**src/rtl/sipo_deser.sv**
```systemverilog
// -----------------------------------------------------------------------------
// sipo_deser -- serial-in / parallel-out deserialiser with a one-deep frame
// holding register and a valid/ready hand-off to the consumer.
//
// Bits arriving on serial_in (qualified by shift_en) are shifted into a
// WIDTH-bit register. When the WIDTH-th bit of a frame is accepted, the
// post-shift register value is snapshotted into frame_data and frame_valid
// rises on the following cycle. If a new frame completes while the previous
// one is still unconsumed, it is overwritten and the sticky overrun flag sets.
//
// Parameters
//   WIDTH      frame length in bits (2..32)
//   MSB_FIRST  1: first received bit ends up in bit WIDTH-1
//              0: first received bit ends up in bit 0
//
// Ports
//   clk          sole clock, rising edge
//   rst          synchronous active-high reset (highest priority)
//   serial_in    serial data bit, sampled when shift_en=1
//   shift_en     accept serial_in this cycle; 0 holds the shift state
//   clear        synchronous flush of partial frame, frame_valid and overrun
//   frame_ready  consumer accepts frame_data while frame_valid=1
//   parallel_out live shift-register contents
//   bit_count    bits received in the current partial frame (0..WIDTH-1)
//   frame_data   last completed frame
//   frame_valid  frame_data holds an unconsumed frame
//   overrun      sticky: a frame was overwritten before being consumed
//
// Handshake: a frame transfers on every rising edge where frame_valid=1 and
// frame_ready=1. While frame_valid=1 and no transfer has happened, frame_data
// is held stable unless a newer frame completes (which overwrites it and
// flags overrun). frame_ready while frame_valid=0 is ignored.
// -----------------------------------------------------------------------------
module sipo_deser #(
  parameter int WIDTH     = 8,
  parameter bit MSB_FIRST = 1'b1,
  localparam int CNT_W    = (WIDTH <= 2) ? 1 : $clog2(WIDTH)
) (
  input  logic             clk,
  input  logic             rst,
  input  logic             serial_in,
  input  logic             shift_en,
  input  logic             clear,
  input  logic             frame_ready,
  output logic [WIDTH-1:0] parallel_out,
  output logic [CNT_W-1:0] bit_count,
  output logic [WIDTH-1:0] frame_data,
  output logic             frame_valid,
  output logic             overrun
);

  localparam logic [CNT_W-1:0] LAST_BIT = CNT_W'(WIDTH - 1);
  localparam logic [CNT_W-1:0] CNT_ONE  = CNT_W'(1);

  logic [WIDTH-1:0] sr_q;
  logic [CNT_W-1:0] cnt_q;
  logic [WIDTH-1:0] frame_q;
  logic             valid_q;
  logic             overrun_q;

  logic [WIDTH-1:0] sr_next;
  logic             frame_done;
  logic             consume;
  logic             lost_frame;

  always_comb begin
    sr_next = sr_q;
    if (MSB_FIRST) begin
      sr_next = {sr_q[WIDTH-2:0], serial_in};
    end else begin
      sr_next = {serial_in, sr_q[WIDTH-1:1]};
    end
  end

  // A frame completes on the accepted bit that finds the counter at its
  // last value; the counter wraps on that same edge so the next bit starts
  // a fresh frame with no dead cycle.
  assign frame_done = shift_en && (cnt_q == LAST_BIT);
  assign consume    = valid_q && frame_ready;
  // Overwriting an unconsumed frame loses data; a same-edge consume does not.
  assign lost_frame = frame_done && valid_q && !frame_ready;

  always_ff @(posedge clk) begin
    if (rst || clear) begin
      sr_q      <= '0;
      cnt_q     <= '0;
      frame_q   <= '0;
      valid_q   <= 1'b0;
      overrun_q <= 1'b0;
    end else begin
      if (shift_en) begin
        sr_q  <= sr_next;
        cnt_q <= frame_done ? '0 : (cnt_q + CNT_ONE);
      end

      if (frame_done) begin
        frame_q <= sr_next;
        valid_q <= 1'b1;
      end else if (consume) begin
        valid_q <= 1'b0;
      end

      if (lost_frame) begin
        overrun_q <= 1'b1;
      end
    end
  end

  assign parallel_out = sr_q;
  assign bit_count    = cnt_q;
  assign frame_data   = frame_q;
  assign frame_valid  = valid_q;
  assign overrun      = overrun_q;

endmodule

```
**config.mk**
```make
export PLATFORM = sky130hd
export DESIGN_NAME = sipo_deser
export DESIGN_NICKNAME = d
export VERILOG_FILES = /design/src/rtl/sipo_deser.sv
export SDC_FILE = /design/constraint.sdc
export NUM_CORES = 1
export LEC_CHECK = 0
export CAP_MARGIN = 20
export CORE_UTILIZATION = 47
export CTS_BUF_LIST = sky130_fd_sc_hd__clkbuf_4
export CTS_CLUSTER_SIZE = 12
export DETAILED_ROUTE_END_ITERATION = 10
export PLACE_DENSITY_LB_ADDON = 0.1
export REMOVE_ABC_BUFFERS = 1
export SYNTH_ARGS = -nofsm -noshare
export SYNTH_HDL_FRONTEND = slang
export SYNTH_SLANG_ARGS = --single-unit
```
**constraint.sdc**
```tcl
create_clock -name clk -period 1.3 [get_ports clk]
set_input_delay 0.13 -clock clk [delete_from_list [all_inputs] [get_ports clk]]
set_output_delay 0.13 -clock clk [all_outputs]
set_load 0.02 [all_outputs]
```
Word-level counts from Yosys, hierarchy flattened
Index checks and enable logic that the tools add are counted.

Register bits after elaboration: 21. Bits in latches: 0. Bits in writable memories: 0. Memory bits (read-only): 0. Output and inout port bits: 21. Logic and storage cells: 17. Memories kept: 0.

$add $sub $neg: 1. Multiply operators: 0. Div/mod/pow operators: 0. Magnitude comparators: 0. Eq/ne operators: 1. Shifts and indexed selects: 0. Multiplexer cells: 3. Bitwise operators: 0. Reduce and logical (&&, ||, !) cells: 7.

Operators by type and width (number): logical AND 1 bit (4); adder 3 x 1 -> 3 bit, second input constant (1); == test 3 bit, second input constant (1); two-way mux 3 bit (1); two-way mux 1 bit (2); nonzero test 2 bit (1); logical NOT 1 bit (1); logical OR 1 bit (1).

Logic depth before layout (Yosys ltp)
Depth after elaboration: 4. Gate-level depth with buffers: 6.

Worst setup path after synthesis
OpenSTA, ideal clock, no wires.

Path type: register -> register. From: register cnt_q[0] (netlist: bit_count[0]). To: register overrun_q (netlist: overrun). Setup time: 0.070 ns. Arrival time: 1.262 ns. Data required time: 1.230 ns. Slack: -0.032 ns. Stages on the path, launching flop included: 7. Buffers on the path: 2. Period minus slack after synthesis: 1.332 ns. Cell sequence: dfxtp_1 > ha_1 > ha_1 > buf_4 > buf_6 > nand4b_1 > a21oi_1.

Longest elaborated chain between the ends: 4.

Ends and longest elaborated chain: start: declaration (line 56) `logic [CNT_W-1:0] cnt_q;`; start signal: assignment (line 93) `cnt_q <= frame_done ? '0 : (cnt_q + CNT_ONE);`; == test 3 bit (line 78) `assign frame_done = shift_en && (cnt_q == LAST_BIT);`; logical AND 1 bit (line 78); logical AND 1 bit (2 in a row) (line 81) `assign lost_frame = frame_done && valid_q && !frame_ready;`; end signal: assignment (line 89) `overrun_q <= 1'b0;`; end signal: assignment (line 104) `overrun_q <= 1'b1;`; end: declaration (line 59) `logic overrun_q;`.

Every way passes these cells. A chain may end at the register's enable or synchronous reset.

Worst setup path after layout
From: register cnt_q[0] (netlist: bit_count[0]). To: register frame_q[2] (netlist: frame_data[2]).

Longest elaborated chain between the ends: 2.

Ends and longest elaborated chain: == test 3 bit (line 78); logical AND 1 bit (line 78); end signal: assignment (line 97) `frame_q <= sr_next;`; end: declaration (line 57) `logic [WIDTH-1:0] frame_q;`.

Every way passes these cells.

==> results.yml <==
final_layout:
  final-seq-area_um2: 422
  syn_to_final_growth_pct: 40.6
  num_antenna_cells: 0
  multi_input_area_um2: 413
  final_core_util_pct: 70.3
  fillCellCount: 133
  final_nets: 124
  drive_gt1_share_pct: 15.7
  final_area_um2: 1200
yosys:
  yosys_register_bits: 21
  ys_warn_count: 0
  synth.top_cell.area_share_pct: 49.3
  yosysMostFrequentCell: "dfxtp_1"
  yosysUniqueCellTypes: 17
  synth-seq-area-share_pct: 49.3
  async_reset_ff_share_pct: 0
  syn_avg_cell_area_um2: 10.0
  yosysTopAreaCell: "dfxtp_1"
  netlist_area_um2: 853
  synthCells: 85
  synth_ff_type: "dfxtp_1"
  synth_area_leaders: "dfxtp_1, mux2i_1, a21bo_1"
  synthTopCellsByCount: "dfxtp_1, a21oi_1, mux2i_1, nor2_1"
  synth_enable_flop_cells: 0
die:
  dieHeight_um: 44.6
  start_util_pct: 50.0
  die_w_um: 44.6
  io_pins: 27
  row_count: 15
  dieArea_um2: 1990
  coreArea_um2: 1710
hold_path:
  holdPathEnd: "frame_data[0]"
  min_from: "serial_in"
  worstHoldPathCells: 3
  hold_class: "primary input to register"
sta:
  post-route-period-util_pct: 96.5
  relSlewSlack_pct: 85.1
  fin_crit_ns: 1.26
  skew_ns: 0.0100
  fmax_ghz: 0.797
  finalSetupViolations: 0
  tightest_slew_ns: 0.224
  finalHoldViolCount: 0
  drv_slew: 0
  hold_ws_ns: 0.417
power:
  vdd_drop_max_v: 0.000657
  pwr_density_cell_nw_per_um2: 864
  leakage_nw: 0.546
cts:
  htree_levels: 1
  cts.sinks: 21
  clk-insertion-delay-late_ns: 0.30
  numCtsBuffers: 3
  cts.clk_slew.worst_paths_ns: 0.12
  root_buffer: "clkbuf_4"
  clockBufferDepth: 2
  cts_tree: "built"
global_route:
  grt_overflow: 0
  grt_max_degree: 22
  grt.total_usage_pct: 17.3
  grt_pass1_wl_um: 2500
  grt_pass1_vias: 570
  grt_antenna_before_repair: 0
critical_path:
  r2r_end: "frame_data[2]"
  critical_path.startpoint: "bit_count[0]"
  r2r_slack_ns: 0.04
  cp.required_ns: 1.54
  path_max_fanout: 8
  worstReg2RegStart: "bit_count[0]"
  cp-end-kind: "register"
  crit_arrival_ns: 1.49
  reg2regPathDepth: 5
  critPathLaunchType: "register"
  critPathKind: "register to register"
detailed_routing:
  totalWireLength_um: 1690
  drtIter0Drc: 10
  ant_nets: 0
  drcViolationCount: 0
  vias_per_cell: 4.93
  first_pass_iters: 3
  avgRoutedWirePerCell_um: 12.1
  num_vias: 690
placed_design:
  dpl-instance-area_um2: 1160
  hpwl_um: 1120
  io_buffers: 26
  gp_congestion: 0.763
flow_run:
  max-cap-violations: 0
run_status:
  outcome: "complete, no violations"
==> what timing repair did <==
action	CTS	global route
hold buffers	0	0
setup buffers	0	1
resized for setup	23	7
endpoints found under the setup margin	29	10
==> cell families (layout without fill, tap and decap cells) <==
kind of cell / Yosys count / count (layout) / share of synthesized area (%)
AOI/OAI and AO/OA: 20 / 20 / 16.4
buffers and inverters: 8 / 38 / 5.86
muxes: 9 / 9 / 10.6
adders and majority gates: 2 / 2 / 2.93
DFF: 21 / 21 / 49.3
and+or+nand+nor: 25 / 25 / 15.0
==> per-stage QoR <==
stage	power, W	setup TNS [ns]	worst slack, ns	cells
floorplan	0.000689	-1.62	-0.204	78
global placement	0.000742	0	0.0181	135
detailed placement	0.000742	0	0.00369	135
CTS	0.00104	0	0.00204	139
global route	0.00108	-0.00108	-0.00108	140
finish	0.00104	0	0.0449	140
==> layer usage <==
metal	vias to the layer above	share of wire [%]	global-route usage [%]
li1	350	-	-
met1	323	47	22.9
met2	17	48	26.8
met3	0	5.1	6.53
met4	0	0	3.64
met5	-	0	0
==> worst max path at each step <==
stage / end / cells after the start / slack, ns
after global routing: frame_data[0] / 5 / -0.001
after global placement: parallel_out[1] / 4 / 0.02
after CTS: frame_data[2] / 5 / 0.002
final: frame_data[2] / 5 / 0.04
after floorplan: bit_count[0] / 4 / -0.20
after detailed placement: frame_data[2] / 5 / 0.004
==> final cells by class <==
class / instances / area share [%]
Clock buffer: 3 / 1.88
Clock inverter: 1 / 0.417
Inverter: 1 / 0.313
Multi-Input combinational cell: 56 / 34.4
Sequential cell: 21 / 35.1
Tap cell: 25 / 2.61
Timing Repair Buffer: 33 / 25.2
==> sequential cells by signal (all words and copies together), names as in the netlist <==
signal / count
frame_data: 8
parallel_out: 8
bit_count: 3
frame_valid: 1
overrun: 1
==> worst max-delay path, stage by stage (launching register included) <==
cell	delay, ns
dfxtp_2	0.34
ha_2	0.19
ha_4	0.16
buf_4	0.16
a21bo_1	0.20
a21oi_2	0.13
==> placed cells by master (no fill, tap or decap), drive strengths merged, types with 2 or more instances in the layout <==
| cell type | netlist | routed |
|---|---|---|
| dfxtp | 21 | 21 |
| clkdlybuf4s50 | 0 | 5 |
| a21oi | 12 | 12 |
| nand2b | 3 | 3 |
| nor2 | 9 | 9 |
| dlygate4sd2 | 0 | 21 |
| buf | 7 | 7 |
| nand3 | 8 | 8 |
| ha | 2 | 2 |
| a21bo | 8 | 8 |
| mux2i | 9 | 9 |
| clkbuf | 0 | 3 |
==> where the power goes <==
group / total [W] / leakage (nW) / switching (W) / internal, W
Sequential: 0.000649 / 0.170 / 0.00000251 / 0.000647
Clock: 0.000308 / 0.0177 / 0.000193 / 0.000115
Combinational: 0.0000802 / 0.359 / 0.0000398 / 0.0000405
Total: 0.00104 / 0.546 / 0.000235 / 0.000802
No activity file was read; power rests on OpenSTA's default activity.
